--- config.mk ---
export PLATFORM = sky130hd
export DESIGN_NAME = uart_tx_responder
export DESIGN_NICKNAME = d
export VERILOG_FILES = /design/src/rtl/uart_tx_responder.sv
export SDC_FILE = /design/constraint.sdc
export NUM_CORES = 1
export LEC_CHECK = 0
export ABC_AREA = 1
export CAP_MARGIN = 20
export CORE_UTILIZATION = 60
export CTS_BUF_LIST = sky130_fd_sc_hd__clkbuf_4
export DETAILED_ROUTE_END_ITERATION = 6
export PLACE_DENSITY = 0.94
export SLEW_MARGIN = 20
export SYNTH_ARGS = -nofsm -noshare
export SYNTH_HDL_FRONTEND = slang
export SYNTH_SLANG_ARGS = --single-unit
--- constraint.sdc ---
create_clock -name clk -period 6.3 [get_ports clk]
set_input_delay 1.26 -clock clk [delete_from_list [all_inputs] [get_ports clk]]
set_output_delay 1.26 -clock clk [all_outputs]
set_load 0.01 [all_outputs]
--- src/rtl/uart_tx_responder.sv ---
// Memory-mapped 8N1 UART transmitter acting as a bus responder.
// Bus writes push bytes into a TX FIFO. A serialiser drains the FIFO LSB first on txd,
// and starts the next frame straight after a stop bit, with no idle gap.
//
// Ports:
//   clk          system clock, all state on the rising edge
//   reset        asynchronous active-low reset
//   address      bus address; window is BASE_ADDR..BASE_ADDR+15, offset = address[3:2]
//   writeData    bus write data
//   writeEnable  bus write strobe, one write per high cycle
//   readData     combinational register read data, 0 when not hit
//   hit          address falls inside this block's 16-byte window
//   txd          registered serial output, idle high
//   txBusy       serialiser active or FIFO not empty
//
// Register map:
//   0x0 DATA     write pushes [7:0]; reads 0
//   0x4 STATUS   read {count[12:8], overflow[3], active[2], full[1], empty[0]};
//                write [3]=1 clears overflow
//   0x8 DIVISOR  [15:0] clocks per bit; writing 0 stores 1
//   0xC reserved
module uart_tx_responder #(
  parameter logic [31:0] BASE_ADDR       = 32'h8000_0000,
  parameter int unsigned FIFO_DEPTH      = 8,
  parameter int unsigned DEFAULT_DIVISOR = 16
) (
  input  logic        clk,
  input  logic        reset,
  input  logic [31:0] address,
  input  logic [31:0] writeData,
  input  logic        writeEnable,
  output logic [31:0] readData,
  output logic        hit,
  output logic        txd,
  output logic        txBusy
);

  localparam int unsigned PtrW = $clog2(FIFO_DEPTH);
  localparam int unsigned CntW = $clog2(FIFO_DEPTH + 1);

  typedef enum logic [1:0] {StIdle, StStart, StData, StStop} txStateT;

  // Bus decode
  logic       busWrite;
  logic [1:0] offset;
  logic       unusedBits;

  assign hit        = (address[31:4] == BASE_ADDR[31:4]);
  assign offset     = address[3:2];
  assign busWrite   = hit & writeEnable;
  assign unusedBits = ^{writeData[31:16], address[1:0]};

  // Registers
  logic [15:0]     divisorQ, divisorD;
  logic            overflowQ, overflowD;
  logic [7:0]      fifoMem [FIFO_DEPTH];
  logic [PtrW-1:0] wrPtrQ, wrPtrD, rdPtrQ, rdPtrD;
  logic [CntW-1:0] countQ, countD;

  txStateT     stateQ, stateD;
  logic [15:0] bitCntQ, bitCntD;
  logic [2:0]  bitIdxQ, bitIdxD;
  logic [7:0]  shiftQ, shiftD;
  logic [15:0] curDivQ, curDivD;
  logic        txdQ, txdD;

  logic fifoEmpty, fifoFull;
  logic pushReq, pushOk, drop, pop;
  logic bitEnd, loadFrame;

  assign fifoEmpty = (countQ == '0);
  assign fifoFull  = (countQ == CntW'(FIFO_DEPTH));
  assign bitEnd    = (bitCntQ == (curDivQ - 16'd1));
  // Load a new frame from IDLE, or back-to-back at the very last cycle of a stop bit.
  assign loadFrame = !fifoEmpty && ((stateQ == StIdle) || ((stateQ == StStop) && bitEnd));
  assign pop       = loadFrame;

  // A full FIFO still accepts a push when the serialiser pops on the same edge.
  assign pushReq = busWrite && (offset == 2'd0);
  assign pushOk  = pushReq && (!fifoFull || pop);
  assign drop    = pushReq && fifoFull && !pop;

  // FIFO and control register next state
  always_comb begin
    wrPtrD    = wrPtrQ;
    rdPtrD    = rdPtrQ;
    countD    = countQ;
    overflowD = overflowQ;
    divisorD  = divisorQ;

    if (pushOk) wrPtrD = wrPtrQ + PtrW'(1);
    if (pop)    rdPtrD = rdPtrQ + PtrW'(1);
    unique case ({pushOk, pop})
      2'b10:   countD = countQ + CntW'(1);
      2'b01:   countD = countQ - CntW'(1);
      default: countD = countQ;
    endcase

    if (drop) begin
      overflowD = 1'b1;
    end else if (busWrite && (offset == 2'd1) && writeData[3]) begin
      overflowD = 1'b0;
    end

    if (busWrite && (offset == 2'd2)) begin
      divisorD = (writeData[15:0] == 16'd0) ? 16'd1 : writeData[15:0];
    end
  end

  // Serialiser next state
  always_comb begin
    stateD  = stateQ;
    bitCntD = bitCntQ;
    bitIdxD = bitIdxQ;
    shiftD  = shiftQ;
    curDivD = curDivQ;

    if (loadFrame) begin
      shiftD  = fifoMem[rdPtrQ];
      curDivD = divisorQ;
      stateD  = StStart;
      bitCntD = 16'd0;
    end else begin
      unique case (stateQ)
        StIdle: ;
        StStart: begin
          if (bitEnd) begin
            stateD  = StData;
            bitIdxD = 3'd0;
            bitCntD = 16'd0;
          end else begin
            bitCntD = bitCntQ + 16'd1;
          end
        end
        StData: begin
          if (bitEnd) begin
            bitCntD = 16'd0;
            if (bitIdxQ == 3'd7) stateD = StStop;
            else                 bitIdxD = bitIdxQ + 3'd1;
          end else begin
            bitCntD = bitCntQ + 16'd1;
          end
        end
        StStop: begin
          if (bitEnd) begin
            stateD  = StIdle;
            bitCntD = 16'd0;
          end else begin
            bitCntD = bitCntQ + 16'd1;
          end
        end
        default: stateD = StIdle;
      endcase
    end

    // txd is decoded from next state so the line level changes on the same edge as the FSM.
    unique case (stateD)
      StStart: txdD = 1'b0;
      StData:  txdD = shiftD[bitIdxD];
      default: txdD = 1'b1;
    endcase
  end

  always_ff @(posedge clk or negedge reset) begin
    if (!reset) begin
      divisorQ  <= 16'(DEFAULT_DIVISOR);
      overflowQ <= 1'b0;
      wrPtrQ    <= '0;
      rdPtrQ    <= '0;
      countQ    <= '0;
      stateQ    <= StIdle;
      bitCntQ   <= 16'd0;
      bitIdxQ   <= 3'd0;
      shiftQ    <= 8'd0;
      curDivQ   <= 16'(DEFAULT_DIVISOR);
      txdQ      <= 1'b1;
    end else begin
      divisorQ  <= divisorD;
      overflowQ <= overflowD;
      wrPtrQ    <= wrPtrD;
      rdPtrQ    <= rdPtrD;
      countQ    <= countD;
      stateQ    <= stateD;
      bitCntQ   <= bitCntD;
      bitIdxQ   <= bitIdxD;
      shiftQ    <= shiftD;
      curDivQ   <= curDivD;
      txdQ      <= txdD;
    end
  end

  // Storage needs no reset; pointers and count define validity.
  always_ff @(posedge clk) begin
    if (pushOk) fifoMem[wrPtrQ] <= writeData[7:0];
  end

  assign txd    = txdQ;
  assign txBusy = (stateQ != StIdle) || !fifoEmpty;

  // Zero-wait, side-effect-free read mux
  always_comb begin
    readData = 32'd0;
    if (hit) begin
      unique case (offset)
        2'd1: begin
          readData[0]    = fifoEmpty;
          readData[1]    = fifoFull;
          readData[2]    = (stateQ != StIdle);
          readData[3]    = overflowQ;
          readData[12:8] = 5'(countQ);
        end
        2'd2:    readData[15:0] = divisorQ;
        default: readData = 32'd0;
      endcase
    end
  end

endmodule

==> results.txt <==
----------------------------------------------------
[Run status]
  Outcome ... finished, final reports clean

[STA]
  Clock period minus worst slack ... between 4 and 5 ns
  Final slew viol count ... 0
  Worst rel slew slack ... between 30% and 40%
  Final hold violations ... 0
  Clock tree skew after final layout ... 0.01878 ns
  Fmax achieved ... roughly 210 MHz
  RSZ-0062 raised after global routing ... false
  Final setup violation count ... 0
  Slew at the pin closest to its max-slew limit ... around 1.0 ns
  Portion of the clock cycle consumed by the worst path in the final layout ... approximately three quarters
  Total negative setup slack ... 0 ns

[Floorplanning]
  Chip height ... approximately 110 um
  Horiz. Die Dim ... ~110 um
  Number of top-level pins ... around 100
  Overall die area ... 12930 um2
  Count of standard-cell rows ... 40
  Effective utilization at floorplan ... around three fifths
  Core Area ... about 12000 um2

[Setup path]
  Delay of the slowest cell on the worst path ... approximately 0.56 ns
  Worst Path Required ... a little over 5 ns
  Largest fanout on the critical path ... 8
  Critical Path Most Common Cell ... clkdlybuf4s50_1
  Worst-path cell with the longest stage delay ... clkdlybuf4s50_1
  Series of cell instances along the critical path ... clkdlybuf4s50_1 -> or2_2 -> nor4_1 -> and3_1 -> nand2_1 -> nor2_1 -> clkdlybuf4s50_1
  Kind of start point of the critical path ... input pin
  Data arrival, critical path ... between 3 and 4 ns
  Crit end category ... output pin
  Path type of the worst setup path ... in2out

[Clocking]
  Clock root buffer master ... clkbuf_4
  Clock tree buffer depth ... 2
  Number of H-tree branching levels ... 4
  Post-cts resize count ... 0
  Cts bufs inserted ... 17
  Buffer count from post-CTS setup fixing ... 0
  Clock tree from TritonCTS ... done
  Number of hold-repair buffers added at the cts stage ... 0
  Clock latency at the later pin of the worst-skew pair ... just under 0.6 ns
  CTS Sinks ... approximately 140
  Clock transition at the register clock pins on the worst setup and hold paths after CTS ... roughly 0.12 ns

[Finish]
  Number of nets in the layout ... between 1000 and 1500
  Filler instances ... ~840
  Layout cell share with drive strength beyond 1 ... approximately 8.6%
  Area growth from synthesis to final layout ... 14.56%

[Routing]
  Final Routed Wirelength ... approximately 18 mm
  Number of DRC violations after detailed-routing iteration 0 ... roughly 640
  Post-DRT Antenna Nets ... 0
  Wire per inst ... around 15 um
  Detailed Routing Iterations Pass 1 ... 7
  Via count ... around 6500
  Post-DR vias/cell ... around 5.6
  Detailed-route DRC error count ... 0

[GRT]
  Via count of the first global-routing pass ... approximately 6000
  First-pass GRT wire length ... approximately 28 mm
  Number of antenna violations at the first check in global routing ... 0
  Residual overflow from global routing ... 0
  Routing usage on met2 ... a little under half
  GR Layer Usage met3 ... 6.801%
  Pin count of the biggest net entering global routing ... 74
  Total global routing track utilization ... roughly 29%
  Met1 Usage GRT ... between 30 and 40%
  Global route hottest layer ... met2

[Power]
  Net switching share of the total power ... around a quarter
  Ratio of total power to cell area ... between 150 and 200 nW/um2
  Leakage power total ... 0.003956 uW
  Worst vdd rail ir drop ... 171.7 uV
  Internal power of the cells ... 1217 uW
  Logic pwr share ... 3.7%
  Psw ... about 400 uW
  Clk pwr share ... 38.4%
  Tot Pwr ... between 1500 and 2000 uW
  Sequential fraction of design power ... just under 60%

[Synthesis]
  Synthesis Warnings ... 0
  Count of flip-flops with a built-in enable after synthesis ... between 60 and 70
  Most common flop cell mapped by yosys ... dfrtp_1
  Share of the yosys chip area belonging to registers ... 50.13%
  Post-Syn Instances ... around 900
  Average cell area after synthesis ... 8.346 um2
  Post-synth cell types ... 50
  Async set-reset flop share out of synthesis ... around 53%
  Synth Cell Area ... ~7500 um2
  Synth Register Bits ... around 140

[Placed design]
  Number of I/O port buffers ... between 60 and 70
  RD Place Congestion ... between 0.9 and 1
  Detailed placer's ending HPWL ... 12.07 mm

[Run]
  Max-cap violation count ... 0

[Hold path]
  Worst min-delay path class ... reg2reg

----------------------------------------------------
==> placed cells by master, fill, tap and decap left out, types with 3 or more instances in the layout <==
master / Yosys / layout
inv_1: 121 / 121
inv_6: 0 / 3
inv_2: 4 / 4
xor2_1: 17 / 17
nand2_2: 7 / 7
xnor2_1: 4 / 4
nor3_1: 19 / 19
nand3b_1: 5 / 5
nor2_1: 86 / 86
nand3_1: 54 / 54
dfrtp_1: 70 / 70
o21ai_0: 71 / 71
nor4_1: 10 / 10
nand3_2: 3 / 3
nand4_1: 7 / 7
dfstp_2: 3 / 3
a21oi_1: 11 / 11
nor2_2: 6 / 6
nor2_4: 5 / 5
conb_1: 1 / 16
inv_8: 0 / 4
or2_2: 5 / 5
ha_1: 16 / 16
clkbuf_4: 0 / 17
clkdlybuf4s50_1: 0 / 66
o211ai_1: 3 / 3
o21ai_1: 11 / 11
nand2_1: 217 / 217
buf_4: 16 / 10
edfxtp_1: 64 / 64
o22ai_1: 15 / 15
==> routing by layer <==
metal  vias up  wire [um]
met5         -          0
met4         0        779
met2       340       8452
li1       3048          -
met1      2995       6967
met3        69       1532
==> logic make-up (layout without fill, tap and decap cells) <==
logic type / after synthesis / after routing / share of synthesized area, %
adders and majority gates: 16 / 16 / 2.674
buffers and inverters: 166 / 235 / 9.377
and+or+nand+nor: 430 / 430 / 25.62
other: 1 / 17 / 0.05009
xor gates and xnor gates: 21 / 21 / 2.457
AOI/OAI and AO/OA: 124 / 124 / 9.410
muxes: 2 / 2 / 0.2841
DFF: 137 / 137 / 50.13
==> final cells by class <==
cell class              instances  area, um2  area share [%]
repair buffers                 76      735.7           8.579
well taps                     168      210.2           2.451
flip-flops and latches        137       3752           43.76
diodes                          1      2.502         0.02918
multi-input cells             609       3088           36.01
inverters                     127      476.7           5.559
clock inverters                15      182.7           2.130
clock buffers                  17      127.6           1.488
==> final timing paths <==
kind	depth (start not counted)	slack, ns	to	startpoint
worst min register to register	2	0.51	divisorQ[13]	divisorQ[13]
worst min-delay path	2	0.51	divisorQ[13]	divisorQ[13]
worst max register to register	22	2.68	countQ[3]	curDivQ[0]
worst max-delay path	7	1.51	readData[7]	address[27]
max in group asynchronous	1	4.90	overflowQ	reset
min in group asynchronous	1	0.81	bitCntQ[1]	reset
==> per-stage QoR <==
stage          hold WS (ns)  std cells  cell area, um2  util [%]  worst slack (ns)
4_1_cts              0.5085       1149            8573     70.79             1.508
2_1_floorplan        0.4530        912            7542         -             2.471
3_3_place_gp         0.4691       1117            8263     68.22             1.533
3_5_place_dp         0.4785       1117            8263     68.22             1.533
6_report             0.5107       1150            8576     70.81             1.506
5_1_grt              0.5446       1149            8573     70.79             1.307
==> flip-flops by register name (all words and copies together) (netlist names), 2 cells and up <==
name	cells
bitIdxQ	3
countQ	4
fifoMem	64
bitCntQ	16
stateQ	2
curDivQ	16
wrPtrQ	3
divisorQ	16
rdPtrQ	3
shiftQ	8
==> Yosys cell counts, types with 3 or more instances <==
cell        n  area (um2)
nor2_1     86       322.8
xnor2_1     4       35.03
clkbuf_1   16       60.06
nand4_1     7       43.79
o211ai_1    3       22.52
inv_1     121       454.2
nand2_2     7       43.79
dfstp_2     3       78.83
nand3b_1    5       37.54
o21ai_0    71       355.3
nand3_1    54       270.3
nor4_1     10       62.56
inv_2       4       15.01
xor2_1     17       148.9
o21ai_1    11       55.05
nor2_4      5       56.30
nand3_2     3       30.03
dfrtp_1    70        1752
nor2_2      6       37.54
nor3_1     19       95.09
or2_2       5       31.28
ha_1       16       200.2
edfxtp_1   64        1922
o22ai_1    15       93.84
buf_2       3       15.01
buf_4      16       120.1
nand2_1   217       814.5
a21oi_1    11       55.05
==> power groups by stage <==
stage / Clock [uW] / Sequential, uW / Combinational (uW)
after global placement: 0 / 955 / 58.2
after floorplan: 0 / 955 / 18.0
after detailed placement: 0 / 955 / 59.5
after global routing: 661 / 936 / 65.8
after CTS: 626 / 936 / 59.8
final: 622 / 936 / 59.6
==> critical path: cells and delay by family <==
kind	cells	cell delay [ns]
buffers and inverters	2	0.95
AND/OR/NAND/NOR	5	1.32
No activity file was read; power rests on OpenSTA's default activity.
